==> src/rtl/turf_pkg.sv <==
// Shared definitions for the turf board: cell codes, address field widths,
// score width and the scorer FSM state encoding.
package turf_pkg;

  localparam int X_BITS     = 8;
  localparam int Y_BITS     = 7;
  localparam int SCORE_BITS = 15;

  localparam logic [2:0] CELL_EMPTY = 3'd0;
  localparam logic [2:0] CELL_P1    = 3'd1;
  localparam logic [2:0] CELL_P2    = 3'd2;
  localparam logic [2:0] CELL_P3    = 3'd3;
  localparam logic [2:0] CELL_P4    = 3'd4;

  typedef enum logic [1:0] {
    IDLE  = 2'd0,
    SCAN  = 2'd1,
    DRAIN = 2'd2,
    DONE  = 2'd3
  } turf_state_t;

endpackage

==> src/rtl/turf_addr_gen.sv <==
// Board x/y walker: y runs fastest and wraps into x. This block is shared with
// the move-writing engine so that both agree on the board traversal order.
module turf_addr_gen
  import turf_pkg::*;
#(
  parameter int GRID_W = 160,
  parameter int GRID_H = 120
) (
  input  logic              CLOCK_50,
  input  logic              reset,
  input  logic              clear,
  input  logic              advance,
  output logic [X_BITS-1:0] x,
  output logic [Y_BITS-1:0] y,
  output logic              last
);

  localparam logic [X_BITS-1:0] X_MAX = X_BITS'(GRID_W - 1);
  localparam logic [Y_BITS-1:0] Y_MAX = Y_BITS'(GRID_H - 1);

  logic [X_BITS-1:0] x_reg;
  logic [Y_BITS-1:0] y_reg;

  always_ff @(posedge CLOCK_50) begin
    if (reset || clear) begin
      x_reg <= '0;
      y_reg <= '0;
    end else if (advance) begin
      if (y_reg == Y_MAX) begin
        y_reg <= '0;
        x_reg <= (x_reg == X_MAX) ? '0 : x_reg + 1'b1;
      end else begin
        y_reg <= y_reg + 1'b1;
      end
    end
  end

  assign x    = x_reg;
  assign y    = y_reg;
  assign last = (x_reg == X_MAX) && (y_reg == Y_MAX);

endmodule

==> src/rtl/turf_scorer.sv <==
// Full-board tally of cells owned by players 1..4, reading one cell per cycle.
// Define TURF_WINNER_EN to build the unique-maximum winner comparator.
module turf_scorer
  import turf_pkg::*;
#(
  parameter int GRID_W = 160,
  parameter int GRID_H = 120
) (
  input  logic        CLOCK_50,
  input  logic        reset,
  input  logic        start,
  output logic [14:0] address,
  input  logic [2:0]  q,
  output logic        busy,
  output logic        done,
  output logic [14:0] score1,
  output logic [14:0] score2,
  output logic [14:0] score3,
  output logic [14:0] score4,
  output logic [2:0]  winner
);

  turf_state_t state_reg, state_next;

  logic              valid_reg;
  logic              done_reg;
  logic              scan_start;
  logic              scan_last;
  logic [X_BITS-1:0] x;
  logic [Y_BITS-1:0] y;
  logic [SCORE_BITS-1:0] score_arr [4];

  assign scan_start = (state_reg == IDLE) && start;

  turf_addr_gen #(
    .GRID_W (GRID_W),
    .GRID_H (GRID_H)
  ) u_addr_gen (
    .CLOCK_50 (CLOCK_50),
    .reset    (reset),
    .clear    (scan_start),
    .advance  (state_reg == SCAN),
    .x        (x),
    .y        (y),
    .last     (scan_last)
  );

  always_ff @(posedge CLOCK_50) begin
    if (reset) begin
      state_reg <= IDLE;
      valid_reg <= 1'b0;
      done_reg  <= 1'b0;
    end else begin
      state_reg <= state_next;
      // q lags address by one cycle, so the sample enable lags SCAN by one too
      valid_reg <= (state_reg == SCAN);
      done_reg  <= (state_reg == DONE);
    end
  end

  always_comb begin
    state_next = state_reg;
    case (state_reg)
      IDLE:    if (start) state_next = SCAN;
      SCAN:    if (scan_last) state_next = DRAIN;
      DRAIN:   state_next = DONE;
      DONE:    state_next = IDLE;
      default: state_next = IDLE;
    endcase
  end

  genvar gi;
  generate
    for (gi = 0; gi < 4; gi++) begin : g_score
      logic [SCORE_BITS-1:0] cnt_reg;

      always_ff @(posedge CLOCK_50) begin
        if (reset || scan_start) begin
          cnt_reg <= '0;
        end else if (valid_reg && (q == 3'(CELL_P1 + gi)) && (cnt_reg != {SCORE_BITS{1'b1}})) begin
          cnt_reg <= cnt_reg + 1'b1;
        end
      end

      assign score_arr[gi] = cnt_reg;
    end
  endgenerate

`ifdef TURF_WINNER_EN
  logic [2:0] winner_reg, winner_next;

  // Any tie at the maximum (including all-zero) yields no winner.
  always_comb begin
    logic [SCORE_BITS-1:0] best;
    logic                  tie;
    best        = '0;
    tie         = 1'b0;
    winner_next = 3'd0;
    for (int i = 0; i < 4; i++) begin
      if (score_arr[i] > best) begin
        best        = score_arr[i];
        winner_next = 3'(i + 1);
        tie         = 1'b0;
      end else if ((score_arr[i] == best) && (best != '0)) begin
        tie = 1'b1;
      end
    end
    if (tie) winner_next = 3'd0;
  end

  always_ff @(posedge CLOCK_50) begin
    if (reset || scan_start) begin
      winner_reg <= 3'd0;
    end else if (state_reg == DONE) begin
      winner_reg <= winner_next;
    end
  end

  assign winner = winner_reg;
`else
  assign winner = 3'd0;
`endif

  assign address = (state_reg == SCAN) ? {x, y} : 15'd0;
  assign busy    = (state_reg != IDLE);
  assign done    = done_reg;
  assign score1  = score_arr[0];
  assign score2  = score_arr[1];
  assign score3  = score_arr[2];
  assign score4  = score_arr[3];

endmodule
==> config.mk <==
export PLATFORM = sky130hd
export DESIGN_NAME = turf_scorer
export DESIGN_NICKNAME = d
export VERILOG_FILES = /design/src/rtl/turf_pkg.sv /design/src/rtl/turf_addr_gen.sv /design/src/rtl/turf_scorer.sv
export SDC_FILE = /design/constraint.sdc
export NUM_CORES = 1
export LEC_CHECK = 0
export CORE_MARGIN = 5
export CORE_UTILIZATION = 52
export CTS_CLUSTER_DIAMETER = 30
export DETAILED_ROUTE_END_ITERATION = 12
export PLACE_DENSITY = 0.86
export REMOVE_ABC_BUFFERS = 1
export SYNTH_ARGS = -nofsm -noshare
export SYNTH_HDL_FRONTEND = slang
export SYNTH_SLANG_ARGS = --single-unit
==> constraint.sdc <==
create_clock -name CLOCK_50 -period 2.1 [get_ports CLOCK_50]
set_input_delay 0.315 -clock CLOCK_50 [delete_from_list [all_inputs] [get_ports CLOCK_50]]
set_output_delay 0.315 -clock CLOCK_50 [all_outputs]
set_load 0.01 [all_outputs]
# Word-level counts from Yosys, hierarchy flattened
# Cells that the tools add are included.
word_totals:
  reg_bits: 79
  out_inout_bits: 80
  word_cells: 51
classes:
  addsub: 6
  n_eq_ne: 15
  n_mux: 6
  reduce_logical: 15
ops:
  columns: ["cell", "count"]
  rows:
  - ["$add 15x1->15 const B", 4]
  - ["$ne 15x15->1 const B", 4]
  - ["$mux 15", 1]
  - ["$logic_and 1x1->1", 10]
  - ["$add 8x1->8 const B", 1]
  - ["$eq 8x8->1 const B", 1]
  - ["$mux 8", 1]
  - ["$pmux 2 s4", 1]
  - ["$add 7x1->7 const B", 1]
  - ["$eq 7x7->1 const B", 1]
  - ["$mux 7", 1]
  - ["$eq 3x2->1 const B", 2]
  - ["$eq 2x2->1 const B", 2]
  - ["$mux 2", 2]
  - ["$ne 2x2->1 const B", 2]
  - ["$reduce_and 2->1", 2]
  - ["$eq 3x1->1 const B", 1]
  - ["$eq 3x3->1 const B", 1]
  - ["$eq 2x1->1 const B", 1]
  - ["$logic_not 2->1", 1]
  - ["$reduce_bool 2->1", 1]
  - ["$logic_or 1x1->1", 1]

# Longest topological paths before layout
logic_depth:
  word_depth: 4
  depth_mapped: 8
  depth_no_buf: 6

# Hierarchy
# Synthesis repeated with hierarchy kept, for this count alone.
hier_totals:
  cells_unflattened: 489
  area_unflattened_um2: 4157.7
modules_own_cells:
  columns: ["mod", "n_inst", "cells_each", "area_per_inst_um2"]
  rows:
  - ["turf_scorer", 1, 405, 3418.3]
  - ["turf_addr_gen", 1, 84, 739.5]

# Worst setup path before layout
# OpenSTA, ideal clock, no wires.
synth_timing:
  path_type: "register -> register"
  startpoint: "reg g_score[0].cnt_reg[7], in the netlist score1[7]"
  endpoint: "reg g_score[0].cnt_reg[13], in the netlist score1[13]"
  setup_time_ns: 0.070
  arrival_time_ns: 1.718
  required_time_ns: 2.030
  setup_slack_ns: 0.312
  path_stages_with_launch: 5
  path_buffers: 0
  synth_period_minus_slack_ns: 1.788
  cell_sequence: "dfxtp_1 nand4_4 or4_4 or4_1 a21oi_1"
synth_via:
  elab_chain_cells: 2
  elab_cells_between_ends: 3
synth_rtl:
  columns: ["item", "line", "rtl"]
  rows:
  - ["start, declared", "turf_scorer.sv:75", "logic [SCORE_BITS-1:0] cnt_reg;"]
  - ["start signal, assigned", "turf_scorer.sv:81", "cnt_reg <= cnt_reg + 1'b1;"]
  - ["branches (longest 2 deep; another with $add 15x1->15)", null, null]
# Parallel ways; which one is timed is not known.
# A chain may end at the register's enable or synchronous reset.

# Worst setup path in the final report
layout_timing:
  startpoint: "reg state_reg[1]"
  endpoint: "out address[8]"
layout_via:
  elab_chain_cells: 2
layout_rtl:
  columns: ["item", "line", "rtl"]
  rows:
  - ["start, declared", "turf_scorer.sv:23", "turf_state_t state_reg, state_next;"]
  - ["start signal, assigned", "turf_scorer.sv:54", "state_reg <= state_next;"]
  - ["$eq 2x1->1", null, null]
  - ["net u_addr_gen.advance", "turf_addr_gen.sv:12", "input logic advance,"]
  - ["$mux 15", "turf_scorer.sv:124", "assign address = (state_reg == SCAN) ? {x, y} : 15'd0;"]
  - ["end, declared", "turf_scorer.sv:12", "output logic [14:0] address,"]
# The timed path passes the listed nets, and every way through them passes these cells.

==> results.cfg <==
[pwr]
total_power_w = 0.00316
power_density_nw_per_um2 = 573
peakVddDrop_mv = 0.315
leakage_nw = 2.04

[clocking]
h-tree-depth = 3
clock_tree.buffer_depth = 2
cts_setup_buffers = 0
cts_tree = built
ctsRootBufferMaster = clkbuf_8
clk_pin_slew_worst_paths_ns = 0.08
insertion_delay_ns = 0.34
cts_buffers = 9
cts_hold_buf = 0
cts_sinks = 79

[synthesis]
async_flop_share = 0
yosys-top-cells-area = dfxtp_1, a21oi_1, nand4_1
yosys.area.top_type_share = 0.376
ys_seq_area_frac = 0.376
netlist_area_um2 = 4200
synth_seq_cells = 79
postSynthCellCount = 494
ys_types = 58
synth_edf_count = 0
avgSynthCellArea_um2 = 8.51
synth_top_cell_by_area = dfxtp_1
synth_ff_type = dfxtp_1
synth_warnings = 0

[cells_and_area]
n_antenna_cell = 0
stdcell_count = 703
syn2layout_area_growth_pct = 31.2
nets = 614
final_area_um2 = 5520
layout-drive-gt1-share = 0.106

[timing]
finalCritPeriodShare = 0.968
relSlewSlack = 0.639
setup_viol = 0
fin_crit_ns = 2.03
drv_slew = 0
fmax_mhz = 492
setup_slack_ns = 0.0670
rsz0062_at_grt = false
skew_ns = 0.0105
hold_viol = 0
whs_ns = 0.503
max_slew.worst_pin.slew_ns = 0.537

[critical_path]
slowest_stage = clkdlybuf4s50_1
worstPathCellList = inv_2 -> ha_4 -> buf_6 -> and2_1 -> clkdlybuf4s50_1
max_stage_delay_ns = 0.53
worstPathMaxFanout = 13
worst-endpoint-arrival_ns = 1.72
worstSetupPathType = flop to output port
cp-end-kind = output port
startpoint_type = flop
critPathRequiredTime_ns = 1.78

[global_route]
grt_usage = 0.210
grt_pass1_vias = 3997
grt_overflow = 0
grt_pass1_wl_mm = 17.7
grt_max_degree = 32
antenna_found_initial = 0

[floorplanning]
fp-row-count = 32
core-area_um2 = 7810
dieArea_um2 = 9980
io_pins = 86
die_w_um = 99.9
fp.dieH_um = 99.9
start_util = 0.538

[drt]
wire_per_inst_um = 15.3
routed-via-count = 4320
post-route-drc-count = 0
drt_pass1_iterations = 4
viasPerCell = 6.15
wl_mm = 10.8
drt_iter0_markers = 91
antenna_left = 0

[placed_design]
placed_area_um2 = 5320
dp_cells = 688
hpwlAfterDp_mm = 7.88
io_buffers = 82
place_ws_ns = -0.116
globalplace.congestion = 0.864

[run_status]
status = complete, no violations

[flow_run]
max-cap-violations = 0

[worst_hold_path]
hp-class = flop to flop
-- layout by cell type (no fill, tap or decap), types with 3 or more instances in the layout --
master	count
xnor2_1	4
nand2_1	33
inv_1	8
clkdlybuf4s50_1	73
buf_4	26
clkinv_2	3
a41o_1	3
conb_1	3
o21ai_0	20
nand4_1	25
mux2i_1	10
buf_12	4
o311ai_0	3
dlymetal6s2s_1	8
dfxtp_1	77
and4_1	8
a211oi_1	3
ha_1	10
and4bb_2	3
or4_1	16
nand3_1	31
nor4_1	5
a41oi_1	3
xor2_1	7
nor3_1	12
a31oi_1	7
nor2_1	36
and3_1	14
clkbuf_8	10
a21oi_1	38
o31ai_1	17
nand2b_1	7
and2_1	19
or3_1	13
-- layout make-up --
class | instances | area [µm²]
clock buffer | 11 | 141
clock inverter | 4 | 22.5
fill | 613 | 2290
inverter | 9 | 33.8
multi-input combinational | 385 | 2480
sequential | 79 | 1580
tap | 102 | 128
timing repair buffer | 113 | 1130
-- per-layer routing --
| metal | vias to the layer above | track usage | share of wire |
|---|---|---|---|
| met3 | 26 | 0.0396 | 0.059 |
| met1 | 2046 | 0.257 | 0.42 |
| li1 | 2090 | - | - |
| met5 | - | 0 | 0 |
| met2 | 158 | 0.358 | 0.49 |
| met4 | 0 | 0.0956 | 0.025 |
-- through the flow --
stage | TNS, ns | util
finish | 0 | 0.707
detailed placement | -0.453 | 0.681
global route | 0 | 0.707
global placement | -0.0237 | 0.681
floorplan | -2.48 | -
CTS | 0 | 0.704
-- synthesized netlist by cell type (11+ instances only) --
library cell / number
dfxtp_1: 79
a21oi_1: 39
nor2_1: 36
nand2_1: 33
nand3_1: 31
nand4_1: 25
o21ai_0: 20
and2_1: 19
o31ai_1: 17
or4_1: 16
clkbuf_1: 15
and3_1: 14
or3_1: 13
nor3_1: 12
ha_1: 11
-- path summary, 6_finish.rpt --
path / slack, ns / depth (start not counted) / start / end
max: 0.07 / 5 / state_reg[1]$_SDFFE_PP0P_ / address[8]
min: 0.50 / 2 / score2[7]$_SDFFE_PP0P_ / score2[7]$_SDFFE_PP0P_
max reg2reg: 0.21 / 5 / score1[0]$_SDFFE_PP0P_ / score1[11]$_SDFFE_PP0P_
min reg2reg: 0.50 / 2 / score2[7]$_SDFFE_PP0P_ / score2[7]$_SDFFE_PP0P_
-- report_power, final --
| group | switching, W | total [W] | internal (W) |
|---|---|---|---|
| registers | 0.0000430 | 0.00157 | 0.00153 |
| logic | 0.000340 | 0.000611 | 0.000271 |
| clock network | 0.000525 | 0.000974 | 0.000450 |
-- what timing repair did --
item                                    CTS  global route
pin swaps                                 0             1
gates cloned                              0             0
endpoints found under the hold margin     0             0
endpoints found under the setup margin   15            16
gates resized for setup                   5            10
-- kinds of logic after synthesis --
| family | after synthesis | share of synthesized area |
|---|---|---|
| other cells | 1 | 0.000892 |
| simple gates | 241 | 0.339 |
| compound gates | 109 | 0.165 |
| mux | 10 | 0.0238 |
| xor+xnor | 11 | 0.0229 |
| flops | 79 | 0.376 |
| fa+ha+maj | 11 | 0.0327 |
| buf+inv | 32 | 0.0390 |
-- critical path, delay by kind of cell, from the launching register on --
family	cells	cell delay [ns]
DFF	1	0.34
adders and majority gates	1	0.16
buffers and inverters	3	0.76
and+or+nand+nor	1	0.13
Note: power is estimated with default switching activity, not from simulation.
